File: src/rtl/nanosoc_bootrom_arb_pkg.sv
// nanosoc_bootrom_arb_pkg: shared HTRANS codes, port FSM states and grant encodings
package nanosoc_bootrom_arb_pkg;
  localparam logic [1:0] HTRANS_IDLE   = 2'b00;
  localparam logic [1:0] HTRANS_BUSY   = 2'b01;
  localparam logic [1:0] HTRANS_NONSEQ = 2'b10;
  localparam logic [1:0] HTRANS_SEQ    = 2'b11;
  typedef enum logic [1:0] {ST_IDLE, ST_PEND, ST_DATA} port_state_t;
  localparam logic [1:0] GNT_NONE = 2'b00;
  localparam logic [1:0] GNT_M0   = 2'b01;
  localparam logic [1:0] GNT_M1   = 2'b10;
endpackage

File: src/rtl/nanosoc_bootrom_arb_port.sv
// nanosoc_bootrom_arb_port: per-manager FSM, address-phase holding register and response mux
module nanosoc_bootrom_arb_port
  import nanosoc_bootrom_arb_pkg::*;
#(
  parameter int AW = 32,
  parameter int DW = 32
) (
  input  logic          clk,
  input  logic          rst,
  input  logic          hsel_i,
  input  logic [AW-1:0] haddr_i,
  input  logic [1:0]    htrans_i,
  input  logic [2:0]    hsize_i,
  input  logic [3:0]    hprot_i,
  input  logic          hwrite_i,
  input  logic          hready_i,
  input  logic          gnt_i,
  input  logic          own_i,
  input  logic          s_hreadyout_i,
  input  logic          s_hresp_i,
  input  logic [DW-1:0] s_hrdata_i,
  output logic          req_o,
  output logic [AW-1:0] haddr_o,
  output logic [1:0]    htrans_o,
  output logic [2:0]    hsize_o,
  output logic [3:0]    hprot_o,
  output logic          hwrite_o,
  output logic          hreadyout_o,
  output logic          hresp_o,
  output logic [DW-1:0] hrdata_o
);
  localparam int HW = AW + 10;
  port_state_t   state_q, state_d;
  logic [HW-1:0] hold_q, hold_d, live;
  logic          live_req, pend, take;
  assign live     = {haddr_i, htrans_i, hsize_i, hprot_i, hwrite_i};
  assign live_req = hsel_i & htrans_i[1] & hready_i;
  assign pend     = state_q == ST_PEND;
  assign req_o    = pend | live_req;
  assign {haddr_o, htrans_o, hsize_o, hprot_o, hwrite_o} = pend ? hold_q : live;
  assign hreadyout_o = own_i ? s_hreadyout_i : state_q == ST_IDLE;
  assign hresp_o     = own_i & s_hresp_i;
  assign hrdata_o    = own_i ? s_hrdata_i : '0;
  assign take        = (state_q == ST_IDLE) | (state_q == ST_DATA & hreadyout_o);
  // a held request waits for its grant; a new live request is only accepted when the port is free
  always_comb begin
    state_d = pend ? (gnt_i ? ST_DATA : ST_PEND) :
              !take ? state_q :
              !live_req ? ST_IDLE :
              gnt_i ? ST_DATA : ST_PEND;
    hold_d  = (take & live_req & !gnt_i) ? live : hold_q;
  end
  // state and holding register
  always_ff @(posedge clk) begin
    if (rst) begin
      state_q <= ST_IDLE;
      hold_q  <= '0;
    end else begin
      state_q <= state_d;
      hold_q  <= hold_d;
    end
  end
endmodule

File: src/rtl/nanosoc_bootrom_arbiter.sv
// nanosoc_bootrom_arbiter: two-manager AHB-lite bootrom arbiter; NANOSOC_BOOTROM_ARB_RR_EN selects round-robin over fixed M0 priority
module nanosoc_bootrom_arbiter
  import nanosoc_bootrom_arb_pkg::*;
#(
  parameter int SYS_ADDR_W = 32,
  parameter int SYS_DATA_W = 32
) (
  input  logic                  HCLK,
  input  logic                  HRESET,
  input  logic                  M0_HSEL,
  input  logic [SYS_ADDR_W-1:0] M0_HADDR,
  input  logic [1:0]            M0_HTRANS,
  input  logic [2:0]            M0_HSIZE,
  input  logic [3:0]            M0_HPROT,
  input  logic                  M0_HWRITE,
  input  logic                  M0_HREADY,
  input  logic [SYS_DATA_W-1:0] M0_HWDATA,
  output logic                  M0_HREADYOUT,
  output logic                  M0_HRESP,
  output logic [SYS_DATA_W-1:0] M0_HRDATA,
  input  logic                  M1_HSEL,
  input  logic [SYS_ADDR_W-1:0] M1_HADDR,
  input  logic [1:0]            M1_HTRANS,
  input  logic [2:0]            M1_HSIZE,
  input  logic [3:0]            M1_HPROT,
  input  logic                  M1_HWRITE,
  input  logic                  M1_HREADY,
  input  logic [SYS_DATA_W-1:0] M1_HWDATA,
  output logic                  M1_HREADYOUT,
  output logic                  M1_HRESP,
  output logic [SYS_DATA_W-1:0] M1_HRDATA,
  output logic                  S_HSEL,
  output logic [SYS_ADDR_W-1:0] S_HADDR,
  output logic [1:0]            S_HTRANS,
  output logic [2:0]            S_HSIZE,
  output logic [3:0]            S_HPROT,
  output logic                  S_HWRITE,
  output logic                  S_HREADY,
  output logic [SYS_DATA_W-1:0] S_HWDATA,
  input  logic                  S_HREADYOUT,
  input  logic                  S_HRESP,
  input  logic [SYS_DATA_W-1:0] S_HRDATA
);
  logic [1:0]            req, gnt, dsel_q, dsel_d, trans0, trans1;
  logic [SYS_ADDR_W-1:0] addr0, addr1;
  logic [2:0]            size0, size1;
  logic [3:0]            prot0, prot1;
  logic                  write0, write1, lock0, lock1, pick1;
  nanosoc_bootrom_arb_port #(.AW(SYS_ADDR_W), .DW(SYS_DATA_W)) u_m0 (
    .clk(HCLK), .rst(HRESET),
    .hsel_i(M0_HSEL), .haddr_i(M0_HADDR), .htrans_i(M0_HTRANS), .hsize_i(M0_HSIZE),
    .hprot_i(M0_HPROT), .hwrite_i(M0_HWRITE), .hready_i(M0_HREADY),
    .gnt_i(gnt[0]), .own_i(dsel_q[0]),
    .s_hreadyout_i(S_HREADYOUT), .s_hresp_i(S_HRESP), .s_hrdata_i(S_HRDATA),
    .req_o(req[0]), .haddr_o(addr0), .htrans_o(trans0), .hsize_o(size0),
    .hprot_o(prot0), .hwrite_o(write0),
    .hreadyout_o(M0_HREADYOUT), .hresp_o(M0_HRESP), .hrdata_o(M0_HRDATA)
  );
  nanosoc_bootrom_arb_port #(.AW(SYS_ADDR_W), .DW(SYS_DATA_W)) u_m1 (
    .clk(HCLK), .rst(HRESET),
    .hsel_i(M1_HSEL), .haddr_i(M1_HADDR), .htrans_i(M1_HTRANS), .hsize_i(M1_HSIZE),
    .hprot_i(M1_HPROT), .hwrite_i(M1_HWRITE), .hready_i(M1_HREADY),
    .gnt_i(gnt[1]), .own_i(dsel_q[1]),
    .s_hreadyout_i(S_HREADYOUT), .s_hresp_i(S_HRESP), .s_hrdata_i(S_HRDATA),
    .req_o(req[1]), .haddr_o(addr1), .htrans_o(trans1), .hsize_o(size1),
    .hprot_o(prot1), .hwrite_o(write1),
    .hreadyout_o(M1_HREADYOUT), .hresp_o(M1_HRESP), .hrdata_o(M1_HRDATA)
  );
`ifdef NANOSOC_BOOTROM_ARB_RR_EN
  logic ptr_q, ptr_d;
  // pointer favours the port that lost the last NONSEQ grant
  always_comb ptr_d = (|gnt && (gnt[0] ? trans0 : trans1) == HTRANS_NONSEQ) ? gnt[0] : ptr_q;
  // round-robin pointer, reset favouring M0
  always_ff @(posedge HCLK) begin
    if (HRESET) ptr_q <= 1'b0;
    else ptr_q <= ptr_d;
  end
`endif
  // grant only while the bootrom is ready; an ongoing SEQ burst keeps its owner
  always_comb begin
    lock0 = dsel_q[0] & req[0] & (trans0 == HTRANS_SEQ);
    lock1 = dsel_q[1] & req[1] & (trans1 == HTRANS_SEQ);
`ifdef NANOSOC_BOOTROM_ARB_RR_EN
    pick1 = req[1] & (~req[0] | ptr_q);
`else
    pick1 = req[1] & ~req[0];
`endif
    gnt    = !S_HREADYOUT ? GNT_NONE : lock0 ? GNT_M0 : lock1 ? GNT_M1 :
             pick1 ? GNT_M1 : req[0] ? GNT_M0 : GNT_NONE;
    dsel_d = S_HREADYOUT ? gnt : dsel_q;
  end
  // data-phase owner follows the address owner whenever the bootrom completes a phase
  always_ff @(posedge HCLK) begin
    if (HRESET) dsel_q <= GNT_NONE;
    else dsel_q <= dsel_d;
  end
  assign S_HSEL   = |gnt;
  assign S_HADDR  = gnt[1] ? addr1  : gnt[0] ? addr0  : '0;
  assign S_HTRANS = gnt[1] ? trans1 : gnt[0] ? trans0 : HTRANS_IDLE;
  assign S_HSIZE  = gnt[1] ? size1  : gnt[0] ? size0  : '0;
  assign S_HPROT  = gnt[1] ? prot1  : gnt[0] ? prot0  : '0;
  assign S_HWRITE = gnt[1] ? write1 : gnt[0] & write0;
  assign S_HREADY = S_HREADYOUT;
  assign S_HWDATA = dsel_q[1] ? M1_HWDATA : dsel_q[0] ? M0_HWDATA : '0;
endmodule

File: config.mk
export PLATFORM = sky130hd
export DESIGN_NAME = nanosoc_bootrom_arbiter
export DESIGN_NICKNAME = d
export VERILOG_FILES = /design/src/rtl/nanosoc_bootrom_arb_pkg.sv /design/src/rtl/nanosoc_bootrom_arb_port.sv /design/src/rtl/nanosoc_bootrom_arbiter.sv
export SDC_FILE = /design/constraint.sdc
export NUM_CORES = 1
export LEC_CHECK = 0
export ABC_AREA = 0
export BUFFER_PORTS_ARGS = -buffer_cell sky130_fd_sc_hd__buf_4
export CAP_MARGIN = 10
export CORE_AREA = 2 2 127 129
export DETAILED_ROUTE_END_ITERATION = 16
export DIE_AREA = 0 0 129 131
export PLACE_DENSITY = 0.72
export SLEW_MARGIN = 20
export SYNTH_ARGS = -nofsm -noshare
export SYNTH_HDL_FRONTEND = slang
export SYNTH_SLANG_ARGS = --single-unit
File: constraint.sdc
create_clock -name HCLK -period 2.15 [get_ports HCLK]
set_input_delay 0.215 -clock HCLK [delete_from_list [all_inputs] [get_ports HCLK]]
set_output_delay 0.215 -clock HCLK [all_outputs]
set_load 0.02 [all_outputs]
Yosys cells after proc, flatten, opt, wreduce, memory -nomap -nowiden
Index checks and enable logic that the tools add are counted.
{ "classes": {"eq_ne": 6, "mux": 30, "bitwise": 23, "reduce_logical": 7} }
{ "op_table": {"columns": ["op", "count"], "rows": [
  ["32-bit two-way mux", 6],
  ["42-bit two-way mux", 2],
  ["2-bit two-way mux", 14],
  ["1-bit AND", 18],
  ["2-bit equality test (second input constant)", 4],
  ["4-bit two-way mux", 2],
  ["3-bit two-way mux", 2],
  ["2-bit by 1-bit equality test with 1-bit output (second input constant)", 2],
  ["2-bit logical NOT", 2],
  ["1-bit two-way mux", 4],
  ["1-bit OR", 4],
  ["2-bit nonzero test", 2],
  ["1-bit logical NOT", 2],
  ["2-bit OR reduction", 1],
  ["1-bit NOT", 1]
]} }
{ "word_totals": {"regBits": 90, "in_bits": 188, "out_inout_bits": 144, "elab_cells": 71} }

Logic depth before layout (Yosys ltp)
{ "depth": {"depth_word": 13, "mapped_depth": 9, "mapped_depth_nobuf": 6} }

Cells and area by module
From an unflattened synthesis, not the netlist that was laid out.
{ "unflattened": {"hier_cells": 671, "hier_area_um2": 6396.1} }
{ "by_module_without_submodules": {"columns": ["module", "instances", "cells_per_inst", "area_each_um2"], "rows": [
  ["nanosoc_bootrom_arb_port", 2, 279, 2703.8],
  ["nanosoc_bootrom_arbiter", 1, 113, 988.4]
]} }

Least setup slack after synthesis
OpenSTA, ideal clock, no wires.
{ "synth_path": {"path_type": "reg-to-output", "from": "register u_m1.state_q[0]", "to": "output S_HADDR[0]", "arrival_ps": 1813, "required_time_ps": 1935, "setup_slack_ps": 122, "path_stages_with_launch": 7, "path_buffers": 1, "path_cell_list": "dfxtp_1 -> and2b_1 -> nand4_1 -> a22oi_2 -> a21oi_2 -> clkbuf_1 -> o31ai_1"} }
{ "synth_between": {"elab_chain_cells": 9, "elab_cells_between_ends": 13} }
{ "synth_rtl": {"columns": ["item", "line_no", "source"], "rows": [
  ["from (decl)", "nanosoc_bootrom_arb_port.sv:33", "port_state_t state_q, state_d;"],
  ["from (signal assigned)", "nanosoc_bootrom_arb_port.sv:59", "state_q <= state_d;"],
  ["2-bit by 1-bit equality test with 1-bit output (*)", "nanosoc_bootrom_arb_port.sv:38", "assign pend = state_q == ST_PEND;"],
  ["42-bit two-way mux / 1-bit OR (equally long branches)", "nanosoc_bootrom_arb_port.sv:40, nanosoc_bootrom_arb_port.sv:39", null],
  ["2-bit equality test (tied with other cells)", "nanosoc_bootrom_arbiter.sv:82", "lock1 = dsel_q[1] & req[1] & (trans1 == HTRANS_SEQ);"],
  ["1-bit AND / 2-bit two-way mux (equally long branches)", "nanosoc_bootrom_arbiter.sv:82, nanosoc_bootrom_arbiter.sv:89", null],
  ["2-bit two-way mux (3 in a row)", "nanosoc_bootrom_arbiter.sv:88", "gnt = !S_HREADYOUT ? GNT_NONE : lock0 ? GNT_M0 : lock1 ? GNT_M1 :"],
  ["32-bit two-way mux", "nanosoc_bootrom_arbiter.sv:98", "assign S_HADDR = gnt[1] ? addr1 : gnt[0] ? addr0 : '0;"],
  ["32-bit two-way mux (*)", "nanosoc_bootrom_arbiter.sv:98", null],
  ["to (decl)", "nanosoc_bootrom_arbiter.sv:33", "output logic [SYS_ADDR_W-1:0] S_HADDR,"]
]} }
Every way passes the cells marked *; elsewhere a longest branch is shown, timed or not.

Final worst setup path
{ "layout_path": {"from": "register u_m1.state_q[1]", "to": "output S_HADDR[27]"} }
Same word-level chain as after synthesis.

==> metrics.yaml <==
status:
  outcome: "complete, but fails checks"
  violations: "negative setup slack"
synthesis:
  yosysMostFrequentCell: "dfxtp_1"
  yosys.area_share.adder_pct: 0
  yosys.area.top_type: "dfxtp_1"
  yosys-top-cells-count: "dfxtp_1, nand2b_1, nand3_1"
  ys_top_cells_by_area: "dfxtp_1, mux2i_1, nand2b_1"
  yosys.area_share.xor_xnor_pct: 0
  synth_top_family_by_area: "simple AND/OR/NAND/NOR gates"
  yosys.area_share.simple_pct: 26.9
  synth_compound_area_share_pct: 15.8
  synth_warnings: 0
  synthMuxAreaShare_pct: 21.3
  syn_area_um2: 6130
  ys_ff_latch: 90
  synth.top_cell.area_share_pct: 29.4
  synth_edf_count: 0
  syn_inst: 725
  synth_flop_cell: "dfxtp_1"
  synth-async-reset-ratio_pct: 0
  yosysSeqAreaShare_pct: 29.4
  syn_nets: 913
  syn_avg_cell_area_um2: 8.46
  ys_types: 35
min_path:
  hold_start: "M0_HPROT[3]"
  worstHoldPathType: "input pin to flip-flop"
sta:
  setup_violations: 54
  fin_crit_sh_pct: 110
  min_period_ns: 2.37
  tightest_slew_ns: 0.582
  skew_ns: 0.00894
  timing.slew.headroom_pct: 61.2
  max_freq_mhz: 423
  slew_violations: 0
  rsz0062_at_grt: "yes"
  finalHoldViolCount: 0
  fin_ws_ns: -0.216
clock_network:
  hold_buffers: 0
  clock_latency_ns: 0.33
  h-tree-depth: 3
  cts-root-buf: "clkbuf_16"
  cts_buffers: 9
  clock_path_buffers: 2
  path_clk_slew_ns: 0.07
  cts_tree: "built"
  cts.sinks: 90
cells_and_area:
  fill_cells: 1374
  area.growth.synth_to_final_pct: 59.8
  final_cell_area_um2: 9800
  drive_above_1_share_pct: 47.4
  layout.nets: 1214
  seqCellArea_um2: 1810
  multi_input_area_um2: 4400
  utilization_pct: 62.9
setup_path:
  critPathLaunch: "u_m1.state_q[1]"
  worst_setup_path_end_kind: "output pin"
  critPathLaunchType: "flip-flop"
  arrival_ns: 2.15
  required_ns: 1.93
  worstPathMaxFanout: 9
  path_class: "flip-flop to output pin"
  r2r_start: "u_m1.state_q[1]"
global_route:
  grtUsageTotal_pct: 26.4
  overflow: 0
  grt_max_degree: 68
  first_global_vias: 6141
  grt_first_pass_wirelength_mm: 34.1
  antenna_found_initial: 3
floorplan:
  die_height_um: 131
  core_um2: 15600
  die-width_um: 129
  initial_utilization_pct: 39.3
  die-area_um2: 16900
  io_pins: 332
  placementRows: 46
drt:
  via_per_inst: 5.34
  drtAntennaViolNets: 0
  routed_wl_mm: 24.7
  drt_iter0_markers: 324
  route.detailed.drc: 0
  dr_total_vias: 6669
  drt-wirelength-per-cell_um: 19.8
  dr.pass1.iters: 5
placed_design:
  gp_congestion: 0.877
  dp_hpwl_mm: 17.7
  io_buffers: 331
  dpl_cell_area_um2: 8800
pwr:
  leakagePower_nw: 4.39
  power_density_nw_per_um2: 473
  ir_drop_v: 0.000308
run:
  cap_violations: 0
-- per-stage QoR --
step                      power [mW]  setup TNS (ns)  worst slack (ns)  hold WS [ns]  std cells
after detailed placement        3.00               0             0.135         0.447       1221
after global placement          2.99               0             0.144         0.439       1221
after global routing            4.82          -14.58            -0.291         0.140       1250
final                           4.64           -6.12            -0.216         0.146       1250
after CTS                       4.58           -6.34            -0.156         0.135       1242
after floorplan                 2.41               0             0.122         0.362        725
-- cell usage in the layout, fill, tap and decap left out, types with 2 or more instances in the layout --
cell type / Yosys / final
a21oi_1: 48 / 48
a22o_1: 32 / 32
and2_1: 66 / 66
buf_12: 0 / 7
buf_16: 0 / 2
buf_4: 2 / 331
buf_6: 14 / 23
clkbuf_16: 0 / 12
clkbuf_8: 0 / 2
clkinv_2: 0 / 2
dfxtp_1: 90 / 85
dfxtp_2: 0 / 3
dfxtp_4: 0 / 2
diode_2: 0 / 3
mux2_2: 42 / 42
mux2i_1: 83 / 83
nand2_1: 48 / 47
nand2b_1: 87 / 85
nand2b_4: 0 / 2
nand3_1: 85 / 78
nand3_2: 0 / 7
nor2_1: 3 / 2
o21ai_0: 2 / 2
o31ai_1: 44 / 4
o31ai_2: 0 / 20
o31ai_4: 0 / 20
-- final timing paths --
| path | end | slack [ns] | depth (start not counted) |
|---|---|---|---|
| min | u_m0.hold_q[4] | 0.15 | 3 |
| max reg2reg | u_m1.hold_q[36] | 0.08 | 9 |
| min reg2reg | u_m0.hold_q[17] | 0.45 | 2 |
| max | S_HADDR[27] | -0.22 | 8 |
-- routing by layer --
layer | routed length [um] | part of all wire (%) | track usage [%]
met1 | 9260 | 37 | 29.3
met2 | 12700 | 51 | 45.6
met3 | 1930 | 7.8 | 7.37
met4 | 812 | 3.3 | 15.0
met5 | 0 | 0 | 0
-- flip-flops by register name, indices dropped and copies added (netlist names) --
register	flops
u_m0.state_q	2
dsel_q	2
u_m1.state_q	2
u_m0.hold_q	42
u_m1.hold_q	42
-- critical path, cell delays in order, from the launching register on --
cell	delay, ns
dfxtp_2	0.34
and2b_2	0.22
nand4_1	0.14
a22oi_2	0.26
a21oi_4	0.06
buf_12	0.17
clkbuf_16	0.19
o31ai_2	0.25
buf_4	0.19
-- cells by family after synthesis --
| logic type | count (synthesis) |
|---|---|
| AO/OA/AOI/OAI | 136 |
| buffers and inverters | 77 |
| flip-flops | 90 |
| multiplexers | 125 |
| AND/OR/NAND/NOR | 297 |
-- cell type report --
cell class                 instances  share of cell area, %
tap                              216                   2.76
clock buffer                      12                   2.62
antenna                            3                 0.0766
clock inverter                     4                  0.268
sequential                        90                   18.5
multi-input combinational        558                   44.9
timing repair buffer             367                   30.9
-- what timing repair did --
| item | 4_1_cts | 5_1_grt |
|---|---|---|
| buffers inserted | 4 | 1 |
| endpoints found under the setup margin | 75 | 94 |
| gates resized for setup | 67 | 39 |
| pin swaps | 3 | 4 |
| cloned | 1 | 4 |
-- report_power, final --
part,switching (mW),internal [mW]
Clock,0.654,0.846
Sequential,0.0346,1.72
Combinational,0.698,0.689
Total,1.39,3.25
Note: power is estimated with default switching activity, not from simulation.
